### src/rtl/fp_accum_ctrl.sv
// ----------------------------------------------------------------------------
// fp_accum_ctrl
//   Sequencing controller that sums a stream of IEEE-754 single-precision
//   operands using one shared multi-cycle FP adder.
//
//   The first element of a sum is loaded straight into the accumulator. Each
//   further element is paired with the running accumulator and handed to the
//   adder with a one-cycle start pulse. The controller then waits for finish
//   and captures the result. The final value is offered on a valid/ready
//   output.
//
//   A watchdog bounds the wait for the adder. If the adder does not answer
//   within TIMEOUT cycles, the controller raises a sticky error flag and
//   returns the accumulator as it stood.
//
//   Optional feature macro: FP_ACCUM_ZERO_SKIP_EN
//     When defined, +/-0 operands are counted but never sent to the adder.
//     When the accumulator is +/-0, a nonzero operand is loaded directly
//     instead of being added.
// ----------------------------------------------------------------------------
module fp_accum_ctrl #(
   parameter int CNT_W   = 16,
   parameter int TIMEOUT = 64
) (
   input  logic             clk,
   input  logic             rst,
   input  logic [31:0]      in_data,
   input  logic             in_valid,
   input  logic             in_last,
   output logic             in_ready,
   output logic [31:0]      add_a,
   output logic [31:0]      add_b,
   output logic             add_start,
   input  logic [31:0]      add_result,
   input  logic             add_finish,
   output logic [31:0]      sum,
   output logic             sum_valid,
   input  logic             sum_ready,
   output logic [CNT_W-1:0] count,
   output logic             timeout_err
);

   localparam int               TMR_W    = $clog2(TIMEOUT + 1);
   localparam logic [TMR_W-1:0] TMR_LAST = TMR_W'(TIMEOUT - 1);
   localparam logic [CNT_W-1:0] CNT_MAX  = {CNT_W{1'b1}};

   typedef enum logic [2:0] {
      S_IDLE  = 3'd0,
      S_FETCH = 3'd1,
      S_ISSUE = 3'd2,
      S_WAIT  = 3'd3,
      S_DONE  = 3'd4
   } state_t;

   // Element counter that sticks at all-ones instead of wrapping.
   function automatic logic [CNT_W-1:0] sat_inc(input logic [CNT_W-1:0] v);
      logic [CNT_W-1:0] r;
      if (v == CNT_MAX) begin
         r = v;
      end else begin
         r = v + CNT_W'(1);
      end
      return r;
   endfunction

`ifdef FP_ACCUM_ZERO_SKIP_EN
   // True for +0 and -0 (magnitude bits all clear).
   function automatic logic mag_is_zero(input logic [31:0] v);
      return (v[30:0] == 31'd0);
   endfunction
`endif

   state_t             state_q, state_d;
   logic [31:0]        acc_q, acc_d;
   logic [31:0]        opnd_q, opnd_d;
   logic               last_f_q, last_f_d;
   logic [TMR_W-1:0]   timer_q, timer_d;
   logic [CNT_W-1:0]   count_q, count_d;
   logic               timeout_err_q, timeout_err_d;
   logic               add_start_q, add_start_d;
   logic [31:0]        add_a_q, add_a_d;
   logic [31:0]        sum_q, sum_d;
   logic               sum_valid_q, sum_valid_d;
   logic               skip_s;
   logic               in_ready_s;
   logic               transfer_s;

   // Input readiness is a pure decode of the state.
   assign in_ready_s = (state_q == S_IDLE) || (state_q == S_FETCH);
   assign transfer_s = in_valid & in_ready_s;

   // Next-state and next-output computation for the sequencing FSM.
   always_comb begin
      state_d       = state_q;
      acc_d         = acc_q;
      opnd_d        = opnd_q;
      last_f_d      = last_f_q;
      timer_d       = timer_q;
      count_d       = count_q;
      timeout_err_d = timeout_err_q;
      add_start_d   = 1'b0;
      add_a_d       = add_a_q;
      sum_d         = sum_q;
      sum_valid_d   = sum_valid_q;
      skip_s        = 1'b0;

      case (state_q)
         S_IDLE: begin
            if (transfer_s) begin
               // First element seeds the accumulator; it never visits the adder.
               acc_d         = in_data;
               count_d       = CNT_W'(1);
               timeout_err_d = 1'b0;
               if (in_last) begin
                  state_d     = S_DONE;
                  sum_d       = in_data;
                  sum_valid_d = 1'b1;
               end else begin
                  state_d = S_FETCH;
               end
            end else begin
               state_d = S_IDLE;
            end
         end

         S_FETCH: begin
            if (transfer_s) begin
               opnd_d   = in_data;
               last_f_d = in_last;
               count_d  = sat_inc(count_q);
`ifdef FP_ACCUM_ZERO_SKIP_EN
               if (mag_is_zero(in_data)) begin
                  skip_s = 1'b1;
               end else if (mag_is_zero(acc_q)) begin
                  skip_s = 1'b1;
                  acc_d  = in_data;
               end else begin
                  skip_s = 1'b0;
               end
`else
               skip_s = 1'b0;
`endif
               if (skip_s) begin
                  if (in_last) begin
                     state_d     = S_DONE;
                     sum_d       = acc_d;
                     sum_valid_d = 1'b1;
                  end else begin
                     state_d = S_FETCH;
                  end
               end else begin
                  // Operands are registered here so they are stable for the whole call.
                  state_d     = S_ISSUE;
                  add_start_d = 1'b1;
                  add_a_d     = acc_q;
               end
            end else begin
               state_d = S_FETCH;
            end
         end

         S_ISSUE: begin
            timer_d = TMR_W'(0);
            state_d = S_WAIT;
         end

         S_WAIT: begin
            if (add_finish) begin
               acc_d = add_result;
               if (last_f_q) begin
                  state_d     = S_DONE;
                  sum_d       = add_result;
                  sum_valid_d = 1'b1;
               end else begin
                  state_d = S_FETCH;
               end
            end else if (timer_q == TMR_LAST) begin
               // Adder hung: give back the accumulator untouched and flag it.
               timeout_err_d = 1'b1;
               state_d       = S_DONE;
               sum_d         = acc_q;
               sum_valid_d   = 1'b1;
            end else begin
               timer_d = timer_q + TMR_W'(1);
            end
         end

         S_DONE: begin
            if (sum_ready) begin
               sum_valid_d = 1'b0;
               state_d     = S_IDLE;
            end else begin
               state_d = S_DONE;
            end
         end

         default: begin
            state_d     = S_IDLE;
            sum_valid_d = 1'b0;
         end
      endcase
   end

   // State and registered outputs; reset aborts any operation immediately.
   always_ff @(posedge clk or negedge rst) begin
      if (!rst) begin
         state_q       <= S_IDLE;
         acc_q         <= 32'h0000_0000;
         opnd_q        <= 32'h0000_0000;
         last_f_q      <= 1'b0;
         timer_q       <= TMR_W'(0);
         count_q       <= CNT_W'(0);
         timeout_err_q <= 1'b0;
         add_start_q   <= 1'b0;
         add_a_q       <= 32'h0000_0000;
         sum_q         <= 32'h0000_0000;
         sum_valid_q   <= 1'b0;
      end else begin
         state_q       <= state_d;
         acc_q         <= acc_d;
         opnd_q        <= opnd_d;
         last_f_q      <= last_f_d;
         timer_q       <= timer_d;
         count_q       <= count_d;
         timeout_err_q <= timeout_err_d;
         add_start_q   <= add_start_d;
         add_a_q       <= add_a_d;
         sum_q         <= sum_d;
         sum_valid_q   <= sum_valid_d;
      end
   end

   assign in_ready    = in_ready_s;
   assign add_a       = add_a_q;
   assign add_b       = opnd_q;
   assign add_start   = add_start_q;
   assign sum         = sum_q;
   assign sum_valid   = sum_valid_q;
   assign count       = count_q;
   assign timeout_err = timeout_err_q;

endmodule

### config.mk
export PLATFORM = sky130hd
export DESIGN_NAME = fp_accum_ctrl
export DESIGN_NICKNAME = d
export VERILOG_FILES = /design/src/rtl/fp_accum_ctrl.sv
export SDC_FILE = /design/constraint.sdc
export NUM_CORES = 1
export LEC_CHECK = 0
export ABC_CLOCK_PERIOD_IN_PS = 1800
export BUFFER_PORTS_ARGS = -buffer_cell sky130_fd_sc_hd__buf_2
export CAP_MARGIN = 25
export CORE_ASPECT_RATIO = 0.5
export CORE_MARGIN = 5
export CORE_UTILIZATION = 50
export CTS_BUF_LIST = sky130_fd_sc_hd__clkbuf_8
export DETAILED_ROUTE_END_ITERATION = 12
export HOLD_SLACK_MARGIN = 0.06
export PLACE_DENSITY = 0.89
export SETUP_SLACK_MARGIN = 0.05
export SYNTH_ARGS = -nofsm -noshare
export SYNTH_HDL_FRONTEND = slang
export SYNTH_SLANG_ARGS = --single-unit
### constraint.sdc
create_clock -name clk -period 1.8 [get_ports clk]
set_input_delay 0.27 -clock clk [delete_from_list [all_inputs] [get_ports clk]]
set_output_delay 0.27 -clock clk [all_outputs]
set_load 0.02 [all_outputs]
==> flow_metrics.py <==
metrics = {
    "outcome": {
        "run_status": "finished, violations left",
        "failed_checks": "negative setup slack",
    },
    "grt": {
        "number_of_global_route_vias_before_repair": 7003,
        "grt_first_pass_wirelength_um": 34770,
        "overflow": 0,
        "grt_usage": 0.2503,
        "maximum_number_of_pins_on_one_net_before_global_route_repair": 67,
        "antenna_found_initial": 1,
    },
    "final_layout": {
        "final_net_count": 1076,
        "synthToLayoutAreaGrowth_pct": 34.50,
        "post_route_cells_drive_above_1_share": 0.3294,
        "final_area_mm2": 0.009732,
    },
    "clocking": {
        "cts_tree": "done",
        "clock_latency_ps": 450,
        "worst_setup_hold_path_clk_slew_ps": 100,
        "clock_tree.htree_level_count": 4,
        "ctsRootBufferMaster": "sky130_fd_sc_hd__clkbuf_8",
        "numClockSinks": 158,
        "cts_made_buffers": 17,
        "clock_path_buffers": 2,
    },
    "timing": {
        "clock.fmax_mhz": 533.8,
        "fin_skew_ps": 18.09,
        "period_utilization": 1.041,
        "grt_setup_unrepaired": "true",
        "report.final.slew_viol_count": 0,
        "worst_pin_slew_ps": 519.8,
        "normalized_max_slew_margin": 0.6498,
        "final-setup-viol-count": 39,
        "post-route-min-period_ps": 1874,
        "hold_violations": 0,
        "setup_slack_ps": -73.50,
    },
    "floorplanning": {
        "design.die.area_mm2": 0.01712,
        "core_box_area_mm2": 0.01431,
        "number_of_placement_rows": 31,
        "die_h_um": 95.07,
        "boundaryPins": 186,
        "dieWidth_um": 180.1,
        "initial_utilization": 0.5056,
    },
    "worst_setup_path": {
        "crit_path_start_kind": "flip-flop",
        "critical_path_required_ps": 2120,
        "reg2reg_depth": 6,
        "critPathCaptureType": "flip-flop",
        "setup.worst_path.end": "sum[14]$_DFFE_PN0P_",
        "critical_path.reg2reg.endpoint": "sum[14]$_DFFE_PN0P_",
        "worst_ep_arrival_time_ps": 2190,
        "rr_startpoint": "state_q[0]$_DFFE_PN0P_",
        "worst-setup-path-type": "flip-flop to flip-flop",
        "r2r_slack_ps": -70,
        "largest_fanout_on_the_critical_path": 40,
        "cp-startpoint": "state_q[0]$_DFFE_PN0P_",
    },
    "synthesis": {
        "area_fraction_in_compound_gates_after_synthesis": 0.1062,
        "post_synth_inst_count": 767,
        "syn-mean-instance-area_um2": 9.434,
        "synth_async_sr_flop_share": 1.000,
        "muxShareOfSynthArea": 0.09978,
        "xor_xnor_cell_area_share_of_the_yosys_netlist": 0,
        "synthAdderAreaFrac": 0.003458,
        "largest_family_of_logic_cells_by_synthesized_area": "simple AND/OR/NAND/NOR gates",
        "syn_area_mm2": 0.007236,
        "synth_simple_gate_area_frac": 0.2118,
        "synth_cell_types": 50,
        "net_count_after_synthesis": 839,
        "flops_latches_synth": 158,
        "yosysWarnings": 0,
        "synth_enable_flop_cells": 0,
        "synth_sequential_area_ratio": 0.5464,
        "dominantRegCellSynth": "sky130_fd_sc_hd__dfrtp_1",
    },
    "route": {
        "remaining_drcs": 0,
        "drt_iter0_drc": 719,
        "postRouteWirelength_um": 23270,
        "dr_total_vias": 7077,
        "route.detailed.wl_per_inst_um": 19.12,
        "drt_pre_antenna_iters": 6,
        "via_per_inst": 5.815,
        "ant_nets": 0,
    },
    "worst_hold_path": {
        "hold_path_class": "input pin to flip-flop",
    },
    "placed_design": {
        "dpl_cell_area_mm2": 0.008589,
        "numPortBuffers": 185,
        "place_ws_ps": 18.72,
        "dp_hpwl_um": 13990,
        "gp_congestion": 0.9468,
    },
    "power": {
        "power.density_cell_area_mw_per_mm2": 1752,
        "worst_ir_drop_vdd_mv": 0.9360,
        "total_leakage_power_uw": 0.004931,
    },
    "run": {
        "max-cap-violations": 0,
    },
}
registers in the layout (all words and copies together), names as in the netlist:
register and count:
count 16, add_b 32, sum_valid 1, add_start 1
timeout_err 1, state_q 3, last_f_q 1, add_a 32
acc_q 32, timer_q 7, sum 32
layer usage:
metal,wire [um],up-vias,track usage
li1,-,3082,-
met1,8566,3422,0.3043
met2,11490,454,0.4267
met3,1946,119,0.05564
met4,1266,0,0.1352
met5,0,-,0
layout make-up:
| type | instances | area (um2) |
|---|---|---|
| Antenna cell | 2 | 5.005 |
| Clock buffer | 18 | 247.7 |
| Clock inverter | 14 | 180.2 |
| Fill cell | 1004 | 4581 |
| Inverter | 2 | 10.01 |
| Multi-Input combinational cell | 564 | 3272 |
| Sequential cell | 158 | 3958 |
| Tap cell | 198 | 247.7 |
| Timing Repair Buffer | 261 | 1812 |
worst max-delay path: stages, from the launching register on:
cell and delay (ps):
sky130_fd_sc_hd__dfrtp_1 360, sky130_fd_sc_hd__buf_4 200, sky130_fd_sc_hd__nand3b_1 210, sky130_fd_sc_hd__buf_12 240
sky130_fd_sc_hd__nand2_1 130, sky130_fd_sc_hd__o21ai_0 220, sky130_fd_sc_hd__mux2_2 370
cells in the mapped netlist, types with 2 or more instances:
master | number | area, um2
sky130_fd_sc_hd__o31ai_1 | 3 | 22.52
sky130_fd_sc_hd__clkbuf_1 | 23 | 86.33
sky130_fd_sc_hd__nor2_1 | 51 | 191.4
sky130_fd_sc_hd__nand4_1 | 5 | 31.28
sky130_fd_sc_hd__a31oi_1 | 39 | 244.0
sky130_fd_sc_hd__mux2_1 | 7 | 78.83
sky130_fd_sc_hd__o21bai_1 | 2 | 15.01
sky130_fd_sc_hd__o22a_1 | 2 | 17.52
sky130_fd_sc_hd__mux2i_1 | 32 | 320.3
sky130_fd_sc_hd__and2_1 | 2 | 12.51
sky130_fd_sc_hd__mux2_4 | 11 | 165.2
sky130_fd_sc_hd__o311ai_0 | 3 | 26.28
sky130_fd_sc_hd__nand2b_1 | 3 | 18.77
sky130_fd_sc_hd__nor3_1 | 7 | 35.03
sky130_fd_sc_hd__buf_2 | 13 | 65.06
sky130_fd_sc_hd__and3_1 | 2 | 12.51
sky130_fd_sc_hd__dfrtp_1 | 158 | 3954
sky130_fd_sc_hd__buf_6 | 6 | 67.56
sky130_fd_sc_hd__o21ai_0 | 53 | 265.3
sky130_fd_sc_hd__nor3b_2 | 2 | 25.02
sky130_fd_sc_hd__ha_1 | 2 | 25.02
sky130_fd_sc_hd__a21oi_1 | 9 | 45.04
sky130_fd_sc_hd__nand2_1 | 278 | 1044
sky130_fd_sc_hd__nor2b_1 | 2 | 12.51
sky130_fd_sc_hd__mux2_2 | 14 | 157.7
sky130_fd_sc_hd__o21a_1 | 2 | 15.01
sky130_fd_sc_hd__a21o_1 | 5 | 37.54
sky130_fd_sc_hd__nor3b_1 | 2 | 15.01
sky130_fd_sc_hd__nand3_1 | 8 | 40.04
worst min path at each step:
| stage | from | endpoint | slack (ps) | cells after the start |
|---|---|---|---|---|
| 2_1_floorplan | rst | acc_q[0]$_DFFE_PN0P_ | -30 | 0 |
| 3_3_place_gp | rst | add_a[27]$_DFFE_PN0P_ | 180 | 1 |
| 3_5_place_dp | rst | acc_q[29]$_DFFE_PN0P_ | 190 | 1 |
| 4_1_cts | in_data[5] | add_b[5]$_DFFE_PN0P_ | 60 | 3 |
| 5_1_grt | add_result[25] | acc_q[25]$_DFFE_PN0P_ | 70 | 3 |
| 6_report | in_data[5] | add_b[5]$_DFFE_PN0P_ | 80 | 3 |
cell usage in the layout (no fill, tap or decap), types with 18 or more instances in the layout:
cell type / count
sky130_fd_sc_hd__a31oi_1: 33
sky130_fd_sc_hd__buf_2: 184
sky130_fd_sc_hd__buf_4: 27
sky130_fd_sc_hd__clkbuf_8: 18
sky130_fd_sc_hd__dfrtp_1: 155
sky130_fd_sc_hd__dlygate4sd3_1: 30
sky130_fd_sc_hd__mux2i_1: 32
sky130_fd_sc_hd__nand2_1: 277
sky130_fd_sc_hd__nor2_1: 40
sky130_fd_sc_hd__o21ai_0: 51
cell families (layout without fill, tap and decap cells):
group           Yosys count  count (layout)
compound gates          126             126
fa+ha+maj                 2               2
buf+inv                  45             295
flops                   158             158
mux                      64              64
other cells               0               2
simple gates            372             372
power by group:
group	switching [uW]	internal [uW]	total, uW
Clock	1450	1440	2900
Combinational	4780	3230	8010
Sequential	1060	5070	6140
through the flow:
| step | hold slack, ps | utilization | TNS (ps) | instances | total power [uW] |
|---|---|---|---|---|---|
| floorplan | -25.59 | - | 0 | 767 | 10430 |
| CTS | 63.71 | 0.6617 | 0 | 1206 | 16410 |
| finish | 82.61 | 0.6800 | -1158 | 1217 | 17050 |
| detailed placement | 185.2 | 0.6001 | 0 | 1140 | 13010 |
| global placement | 181.4 | 0.6001 | 0 | 1140 | 12650 |
| global route | 67.96 | 0.6798 | -2203 | 1216 | 17930 |
what timing repair did:
action | in CTS | in global routing
cloned | 2 | 3
endpoints found under the hold margin | 73 | 0
pin swaps | 6 | 10
hold buffers | 30 | 0
setup endpoints to repair | 45 | 138
buffers inserted | 2 | 7
resized for setup | 24 | 30
Note: power is estimated with default switching activity, not from simulation.
